<file path="config.mk">
export PLATFORM = sky130hd
export DESIGN_NAME = mmio_responder
export DESIGN_NICKNAME = d
export VERILOG_FILES = /design/src/rtl/mmio_responder.sv
export SDC_FILE = /design/constraint.sdc
export NUM_CORES = 1
export LEC_CHECK = 0
export ABC_AREA = 1
export BUFFER_PORTS_ARGS = -buffer_cell sky130_fd_sc_hd__buf_4
export CAP_MARGIN = 30
export CORE_ASPECT_RATIO = 1.5
export CORE_UTILIZATION = 25
export CTS_BUF_LIST = sky130_fd_sc_hd__clkbuf_2
export CTS_CLUSTER_SIZE = 28
export DETAILED_ROUTE_END_ITERATION = 10
export PLACE_DENSITY = 0.53
export SYNTH_ARGS = -nofsm -noshare
export SYNTH_HDL_FRONTEND = slang
export SYNTH_SLANG_ARGS = --single-unit
</file>
<file path="constraint.sdc">
create_clock -name clk -period 2.1 [get_ports clk]
set_clock_uncertainty 0.15 [all_clocks]
set_input_delay 0.105 -clock clk [delete_from_list [all_inputs] [get_ports clk]]
set_output_delay 0.105 -clock clk [all_outputs]
set_load 0.02 [all_outputs]
</file>
<file path="src/rtl/mmio_responder.sv">
// Memory-mapped I/O responder: switch/button synchronisers, button debounce and press counter,
// LED register, and a one-cycle-latency ready/rdata/err response to CPU load/store accesses.
module mmio_responder #(
    parameter int unsigned DEBOUNCE_CYCLES = 100000,
    parameter int unsigned CNT_W           = 20
) (
    input  logic        clk,
    input  logic        rst_n,
    input  logic        io_req,
    input  logic        io_we,
    input  logic [7:0]  io_addr,
    input  logic [1:0]  io_length,
    input  logic        io_sign,
    input  logic [31:0] io_wdata,
    output logic [31:0] io_rdata,
    output logic        io_ready,
    output logic        io_err,
    input  logic [15:0] switches,
    input  logic        button,
    output logic [15:0] LED
);

    typedef enum logic [1:0] {
        REG_SW  = 2'd0,
        REG_BTN = 2'd1,
        REG_LED = 2'd2,
        REG_CNT = 2'd3
    } reg_sel_e;

    localparam logic [CNT_W-1:0] LP_LAST = CNT_W'(DEBOUNCE_CYCLES - 1);

    logic [15:0]      r_sw_s1, r_sw_s2;
    logic             r_btn_s1, r_btn_s2;
    logic [CNT_W-1:0] r_db_cnt;
    logic             r_level;
    logic             r_sticky;
    logic [15:0]      r_press_cnt;
    logic [15:0]      r_led;
    logic             r_ready;
    logic             r_err;
    logic [31:0]      r_rdata;

    reg_sel_e    w_sel;
    logic        w_err;
    logic        w_ok;
    logic        w_btn_rd;
    logic        w_differ;
    logic        w_toggle;
    logic        w_press;
    logic [31:0] w_word;
    logic [7:0]  w_byte;
    logic [15:0] w_half;
    logic [31:0] w_load_data;
    logic [15:0] w_led_next;
    logic        w_unused_wdata;

    assign w_sel = reg_sel_e'(io_addr[3:2]);

    // Any single violation makes the access an error and suppresses all of its side effects.
    assign w_err = (|io_addr[7:4])
                 | (io_length == 2'd3)
                 | ((io_length == 2'd1) && io_addr[0])
                 | ((io_length == 2'd2) && (io_addr[1:0] != 2'd0))
                 | (io_we && (w_sel != REG_LED));
    assign w_ok     = io_req && !w_err;
    assign w_btn_rd = w_ok && !io_we && (w_sel == REG_BTN);

    assign w_differ = r_btn_s2 ^ r_level;
    assign w_toggle = w_differ && (r_db_cnt == LP_LAST);
    assign w_press  = w_toggle && !r_level;

    assign w_unused_wdata = ^io_wdata[31:16];

    // NOTE: every always_comb output gets a default first so no path can infer a latch.
    always_comb begin
        w_word = '0;
        unique case (w_sel)
            REG_SW:  w_word = {16'b0, r_sw_s2};
            REG_BTN: w_word = {30'b0, r_sticky, r_level};
            REG_LED: w_word = {16'b0, r_led};
            REG_CNT: w_word = {16'b0, r_press_cnt};
            default: w_word = '0;
        endcase

        w_byte = '0;
        unique case (io_addr[1:0])
            2'd0:    w_byte = w_word[7:0];
            2'd1:    w_byte = w_word[15:8];
            2'd2:    w_byte = w_word[23:16];
            2'd3:    w_byte = w_word[31:24];
            default: w_byte = '0;
        endcase

        w_half = io_addr[1] ? w_word[31:16] : w_word[15:0];

        w_load_data = w_word;
        if (io_length == 2'd0)
            w_load_data = {{24{io_sign & w_byte[7]}}, w_byte};
        else if (io_length == 2'd1)
            w_load_data = {{16{io_sign & w_half[15]}}, w_half};
    end

    // Only lanes 0 and 1 exist; writes aimed at lanes 2/3 are silently dropped.
    always_comb begin
        w_led_next = r_led;
        if (w_ok && io_we) begin
            if (io_length == 2'd0) begin
                if (io_addr[1:0] == 2'd0) w_led_next[7:0]  = io_wdata[7:0];
                if (io_addr[1:0] == 2'd1) w_led_next[15:8] = io_wdata[7:0];
            end else if (io_length == 2'd1) begin
                if (!io_addr[1]) w_led_next = io_wdata[15:0];
            end else begin
                w_led_next = io_wdata[15:0];
            end
        end
    end

    // NOTE: sequential state uses non-blocking assignments so every flop samples pre-edge values.
    always_ff @(posedge clk or negedge rst_n) begin
        if (!rst_n) begin
            r_sw_s1     <= '0;
            r_sw_s2     <= '0;
            r_btn_s1    <= 1'b0;
            r_btn_s2    <= 1'b0;
            r_db_cnt    <= '0;
            r_level     <= 1'b0;
            r_sticky    <= 1'b0;
            r_press_cnt <= '0;
            r_led       <= '0;
            r_ready     <= 1'b0;
            r_err       <= 1'b0;
            r_rdata     <= '0;
        end else begin
            r_sw_s1  <= switches;
            r_sw_s2  <= r_sw_s1;
            r_btn_s1 <= button;
            r_btn_s2 <= r_btn_s1;

            if (!w_differ) begin
                r_db_cnt <= '0;
            end else if (w_toggle) begin
                r_db_cnt <= '0;
                r_level  <= ~r_level;
            end else begin
                r_db_cnt <= r_db_cnt + CNT_W'(1);
            end

            // A press on the same edge as a clearing read keeps the flag set.
            if (w_press)
                r_sticky <= 1'b1;
            else if (w_btn_rd)
                r_sticky <= 1'b0;

            if (w_press)
                r_press_cnt <= r_press_cnt + 16'd1;

            r_led   <= w_led_next;
            r_ready <= io_req;
            r_err   <= io_req && w_err;
            r_rdata <= (w_ok && !io_we) ? w_load_data : 32'd0;
        end
    end

    assign io_rdata = r_rdata;
    assign io_ready = r_ready;
    assign io_err   = r_err;
    assign LED      = r_led;

endmodule

</file>
==> results of run 1 <==
## layout by cell type (no fill, tap or decap), drive strengths merged, types with 3 or more instances in the layout
| cell | Yosys | routed |
|---|---|---|
| nand3 | 49 | 49 |
| inv | 82 | 84 |
| xor2 | 9 | 9 |
| buf | 20 | 113 |
| dlygate4sd3 | 0 | 97 |
| or2 | 8 | 8 |
| clkinv | 1 | 5 |
| clkbuf | 3 | 9 |
| nor3b | 3 | 3 |
| o21ai | 39 | 39 |
| nand2 | 172 | 172 |
| nand4 | 10 | 10 |
| dfrtp | 107 | 107 |
| nor3 | 14 | 14 |
| nor2 | 95 | 95 |
| o211ai | 11 | 11 |
| a21oi | 13 | 13 |
## layout make-up
type                            count  share of cell area, %
Clock inverter                      7                   1.09
Timing Repair Buffer              210                   25.4
Sequential cell                   107                   36.5
Clock buffer                        9                  0.613
Tap cell                          264                   4.50
Multi-Input combinational cell    430                   27.6
Antenna cell                        1                 0.0341
Inverter                           83                   4.24
## report_power, final
part           switching [W]  internal, W
Sequential         0.0000340      0.00212
Combinational       0.000236     0.000261
Clock               0.000778     0.000201
## worst register-to-register path: cells and delay by family, from the launching register on
kind	cells	cell delay, ns
AO/OA/AOI/OAI	1	0.14
buffers and inverters	1	0.55
flip-flops	1	0.50
AND/OR/NAND/NOR	4	0.63
## state kept, by name, indices dropped and copies added (netlist names)
signal and cells:
LED 16, io_err 1, io_rdata 17, io_ready 1, r_btn_s1 1, r_btn_s2 1
r_db_cnt 20, r_level 1, r_press_cnt 16, r_sticky 1, r_sw_s1 16, r_sw_s2 16
## worst max path at each step
stage	startpoint	end	slack [ns]	depth (start not counted)
final	LED[9]	io_rdata[1]	0.09	6
after global routing	r_db_cnt[0]	r_press_cnt[1]	0.01	10
after CTS	LED[9]	io_rdata[1]	0.05	6
after detailed placement	r_db_cnt[0]	r_db_cnt[17]	0.22	10
after global placement	r_db_cnt[0]	r_press_cnt[14]	0.24	10
after floorplan	r_db_cnt[0]	r_db_cnt[10]	0.36	9
## layer usage
layer  global-route usage (%)  share of wire (%)  vias to the layer above  wire length (um)
met1                     13.8                 36                     2177              5450
met4                     7.14                3.7                        0               550
met5                        0                  0                        -                 0
met2                     29.4                 56                      122              8470
met3                     2.31                3.7                       28               563
li1                         -                  -                     2408                 -
## repair_timing
| item | 4_1_cts | 5_1_grt |
|---|---|---|
| hold buffers | 96 | 3 |
| setup buffers | 0 | 2 |
| gates resized for setup | 0 | 3 |
| endpoints found under the hold margin | 160 | 15 |
| setup endpoints to repair | 0 | 7 |
## stage by stage
stage                     setup WS [ns]  total power [W]  utilization, %  instance area (um^2)  hold slack [ns]
final                            0.0863          0.00363            36.1                  7350           0.0621
after global routing             0.0100          0.00381            36.1                  7350           0.0542
after CTS                        0.0487          0.00368            35.9                  7300           0.0173
after detailed placement          0.216          0.00254            30.5                  6200          0.00884
after global placement            0.239          0.00253            30.5                  6200           0.0128
after floorplan                   0.359          0.00232               -                  5160           -0.341
## cells by family (layout without fill, tap and decap cells)
logic type                 count (synthesis)  in the layout  synth area share (%)
and+or+nand+nor                          352            352                  29.5
DFF                                      107            107                  51.9
buffers and inverters                    106            309                  8.97
AOI/OAI and AO/OA                         65             65                  6.89
xor gates and xnor gates                  11             11                  2.23
adders and majority gates                  2              2                 0.485
other                                      0              1                     0
==> flow_metrics.py, run 1 <==
metrics = {
    "status": {
        "status": "finished, final reports clean",
    },
    "min_path": {
        "min_to": "LED[11]",
        "min_path_cells": 6,
        "worstHoldPathType": "in2reg",
        "hp-start": "io_length[1]",
    },
    "sta": {
        "finalCriticalPeriod_ns": 2.01,
        "fmax_mhz": 497,
        "setup_viol": 0,
        "min_period_over_period_pct": 95.9,
        "hold_violations": 0,
        "slew_headroom_pct": 69.8,
        "tns_ns": 0,
        "slew_viol_final": 0,
        "tightest_slew_ns": 0.450,
        "rsz0062_at_grt": "false",
    },
    "critical_path": {
        "r2r-end": "io_rdata[1]",
        "slowest_stage": "dlygate4sd3_1",
        "worst_setup_path_end_kind": "flop",
        "crit_path_start_kind": "flop",
        "reg2reg_from": "LED[9]",
        "reg2reg_depth": 6,
        "crit_buf_inv": 1,
        "worstPathCellList": "or2_2, o211ai_1, nor2_1, nor2_1, nor2_1, dlygate4sd3_1",
        "ff2ff_setup_slack_ns": 0.09,
        "crit_required_ns": 2.52,
        "critical_path.max_stage_delay_ns": 0.55,
        "critical_path_class": "reg2reg",
        "cp_top_family": "simple AND/OR/NAND/NOR gates",
        "worst_path_most_repeated_cell": "nor2_1",
        "critPathArrivalTime_ns": 2.43,
        "critPathMaxFanout": 3,
    },
    "floorplanning": {
        "std_cell_rows": 64,
        "die_w_um": 119,
        "die_h_um": 178,
        "start_util_pct": 25.4,
        "die-area_um2": 21200,
        "core_um2": 20300,
        "ioPinCount": 114,
    },
    "drt": {
        "finalWirelength_mm": 15.0,
        "drt_pass1_iterations": 4,
        "vias_per_cell": 4.26,
        "ant_nets": 0,
        "wire_per_inst_um": 13.5,
        "remaining_drc_errors": 0,
        "routed-via-count": 4735,
        "dr.first_iter.drc_count": 177,
    },
    "logic_synthesis": {
        "yosysTopAreaCellShare_pct": 51.9,
        "syn_area_um2": 5160,
        "yosys.area.top_type": "dfrtp_1",
        "ys_seq_area_share_pct": 51.9,
        "synth-seq-cells": 107,
        "syn-instance-count": 643,
        "synth.most_common_cell": "nand2_1",
        "avgSynthCellArea_um2": 8.02,
        "synth_edf_count": 0,
        "synthTopCellsByArea": "dfrtp_1, nand2_1, nor2_1, inv_1, nand3_1",
        "ys_warn_count": 0,
        "async_reset_ff_share_pct": 100,
        "syn_nets": 709,
        "ys.flop_type": "dfrtp_1",
        "yosys-top-cells-count": "nand2_1, dfrtp_1, nor2_1, inv_1, nand3_1",
        "synth.distinct_cells": 29,
    },
    "global_routing": {
        "grt_pass1_vias": 4803,
        "grt_pass1_wl_mm": 23.7,
        "overflow": 0,
        "grt_usage_pct": 14.5,
        "antenna_found_initial": 1,
        "grt_max_degree": 42,
    },
    "clock_network": {
        "htreeDepth": 3,
        "cts_tree": "yes",
        "clk_pin_slew_ns": 0.35,
        "insertion_delay_ns": 0.62,
        "clock_tree.buffer_depth": 2,
        "cts.sinks": 107,
        "root_buffer": "clkbuf_2",
        "cts_buffers": 9,
    },
    "layout": {
        "nets": 907,
        "drive_above_1_share_pct": 18.2,
        "fill_cells": 2202,
        "syn2layout_area_growth_pct": 42.4,
        "multi_input_area_um2": 2030,
        "regArea_um2": 2680,
        "fin_cells": 1111,
    },
    "power_and_ir_drop": {
        "power_leakage_nw": 3.51,
        "p_per_area_nw_per_um2": 494,
        "ir_drop_uv": 221,
    },
    "placement": {
        "hpwl_mm": 11.3,
        "port_buffers": 97,
        "gp_congestion": 0.924,
        "dp.cells": 994,
    },
    "run": {
        "maxCapViolCount": 0,
    },
}
Note: power is estimated with default switching activity, not from simulation.
==> run 2, diff against run 1 <==
--- a/config.mk
+++ b/config.mk
@@ -14,6 +14,8 @@
 export CTS_CLUSTER_SIZE = 28
 export DETAILED_ROUTE_END_ITERATION = 10
 export PLACE_DENSITY = 0.53
+export REMOVE_ABC_BUFFERS = 1
+export SLEW_MARGIN = 0
 export SYNTH_ARGS = -nofsm -noshare
 export SYNTH_HDL_FRONTEND = slang
 export SYNTH_SLANG_ARGS = --single-unit
==> run 2 against run 1 <==
Against the previous run: non-clock buffer count decreased by 2; total power rose by 8.8%; sequential power is essentially flat; register-to-register slack about the same; combinational power decreased by 1%; maximum frequency decreased by 2.6%; first-iteration DRC count is 54% higher; critical endpoint unchanged; largest cell class unchanged; largest power group unchanged; highest routed layer unchanged.
==> flow_metrics.py, run 2 (synthesized netlist as in run 1, its figures left out) <==
metrics = {
    "layout": {
        "final_cell_area_um2": 7370,
        "layout_commonest_cell": "nand2_1",
        "nets": 905,
        "regMostFlops": "r_db_cnt",
        "largest_reg_flops": 20,
        "syn2layout_area_growth_pct": 42.8,
        "drive_above_1_share_pct": 17.9,
        "regArea_um2": 2680,
        "final_cell_mix": "nand2_1, dfrtp_1, buf_4, dlygate4sd3_1, nor2_1",
        "fin_cells": 1109,
        "fill_cells": 2158,
        "final_core_utilization_pct": 36.2,
        "multi_input_area_um2": 2030,
    },
    "floorplanning": {
        "die_w_um": 119,
        "std_cell_rows": 64,
        "die_h_um": 178,
        "core_um2": 20300,
        "die-area_um2": 21200,
        "ioPinCount": 114,
        "start_util_pct": 25.4,
    },
    "sta": {
        "rsz0062_at_grt": "false",
        "tns_ns": 0,
        "finalCriticalPeriod_ns": 2.07,
        "slew_headroom_pct": 60.7,
        "min_period_over_period_pct": 98.4,
        "tightest_slew_ns": 0.589,
        "setup_viol": 0,
        "fmax_mhz": 484,
        "slew_viol_final": 0,
        "hold_violations": 0,
    },
    "placement": {
        "dpl-instance-area_um2": 6170,
        "gp_congestion": 0.927,
        "dp.cells": 992,
        "hpwl_mm": 11.1,
        "port_buffers": 97,
    },
    "power_and_ir_drop": {
        "power_leakage_nw": 3.52,
        "ir_drop_uv": 294,
        "power_w": 0.00395,
        "p_per_area_nw_per_um2": 536,
    },
    "global_routing": {
        "grt_pass1_vias": 4728,
        "grt_max_degree": 108,
        "grt_pass1_wl_mm": 23.4,
        "overflow": 0,
        "antenna_found_initial": 1,
        "grt_usage_pct": 14.5,
    },
    "clock_network": {
        "root_buffer": "clkbuf_2",
        "insertion_delay_ns": 0.63,
        "clk_pin_slew_ns": 0.30,
        "cts_tree": "yes",
        "cts.sinks": 107,
        "cts_buffers": 9,
        "htreeDepth": 3,
        "clock_tree.buffer_depth": 2,
    },
    "drt": {
        "drt_pass1_iterations": 4,
        "routed-via-count": 4707,
        "dr.first_iter.drc_count": 273,
        "ant_nets": 0,
        "vias_per_cell": 4.24,
        "wire_per_inst_um": 13.6,
        "remaining_drc_errors": 0,
        "finalWirelength_mm": 15.1,
    },
    "min_path": {
        "hp-start": "io_addr[6]",
        "worstHoldPathType": "in2reg",
    },
    "run": {
        "maxCapViolCount": 0,
    },
    "critical_path": {
        "worst_setup_path_end_kind": "flop",
        "critical_path_class": "in2reg",
        "critPathMaxFanout": 13,
        "reg2reg_from": "LED[9]",
        "crit_required_ns": 2.49,
        "cp-startpoint": "io_addr[2]",
        "critPathArrivalTime_ns": 2.46,
        "crit_path_start_kind": "input port",
    },
    "status": {
        "status": "finished, final reports clean",
    },
}
==> run 2: cell count changes in the layout (fill, tap and decap cells not counted), sizes merged <==
cell         previous run  this run
bufinv                  0         3
buf                   113       109
clkinvlp                1         0
clkinv                  5         3
dlygate4sd3            97        99
==> run 2: repair_timing <==
| item | in CTS | in global routing |
|---|---|---|
| hold buffers | 95 | 5 |
| buffers inserted | 0 | 1 |
| hold endpoints to repair | 160 | 15 |
| gates resized for setup | 0 | 3 |
| endpoints found under the setup margin | 0 | 17 |
==> run 2: path summary, 6_finish.rpt <==
path	endpoint	slack, ns	cells past startpoint
max in group asynchronous	r_sw_s1[5]	0.84	4
max	io_rdata[1]	0.03	10
min reg2reg	r_sw_s2[12]	0.20	0
max reg2reg	io_rdata[1]	0.10	6
min in group asynchronous	LED[7]	0.46	4
min	LED[12]	0.07	8
==> run 2: where the power goes <==
part           switching (W)  internal [W]  total, W  leakage, nW
clock               0.000762      0.000547   0.00131        0.104
combinational       0.000235      0.000255  0.000490         2.02
sequential         0.0000307       0.00212   0.00215         1.40
==> run 2: per-stage QoR <==
| step | setup WS [ns] | hold WS, ns |
|---|---|---|
| after floorplan | -0.348 | -0.341 |
| after global placement | 0.220 | 0.0651 |
| after detailed placement | 0.190 | 0.0659 |
| after CTS | 0.0308 | 0.00831 |
| after global routing | 0.00539 | 0.0265 |
| final | 0.0336 | 0.0714 |
==> run 2: layer usage <==
| layer | vias to the layer above | track usage [%] | share of wire, % |
|---|---|---|---|
| met5 | - | 0 | 0 |
| met4 | 0 | 9.27 | 5.5 |
| met3 | 31 | 2.41 | 3.6 |
| met2 | 109 | 28.3 | 55 |
| met1 | 2164 | 14.0 | 36 |
| li1 | 2403 | - | - |
==> run 2: cell type report <==
cell class | count | share of cell area [%]
multi-input cells | 430 | 27.5
clock buffers | 9 | 0.611
flip-flops and latches | 107 | 36.3
diodes | 1 | 0.0340
clock inverters | 7 | 1.94
repair buffers | 208 | 24.9
well taps | 264 | 4.48
inverters | 83 | 4.23
==> run 2: worst max-delay path: stages <==
cell	delay, ns
dlygate4sd3_1	0.55
buf_4	0.18
inv_1	0.14
nand2_1	0.18
or2_2	0.35
o211ai_1	0.11
nor2_1	0.08
nor2_2	0.14
nor2_1	0.06
dlygate4sd3_1	0.55
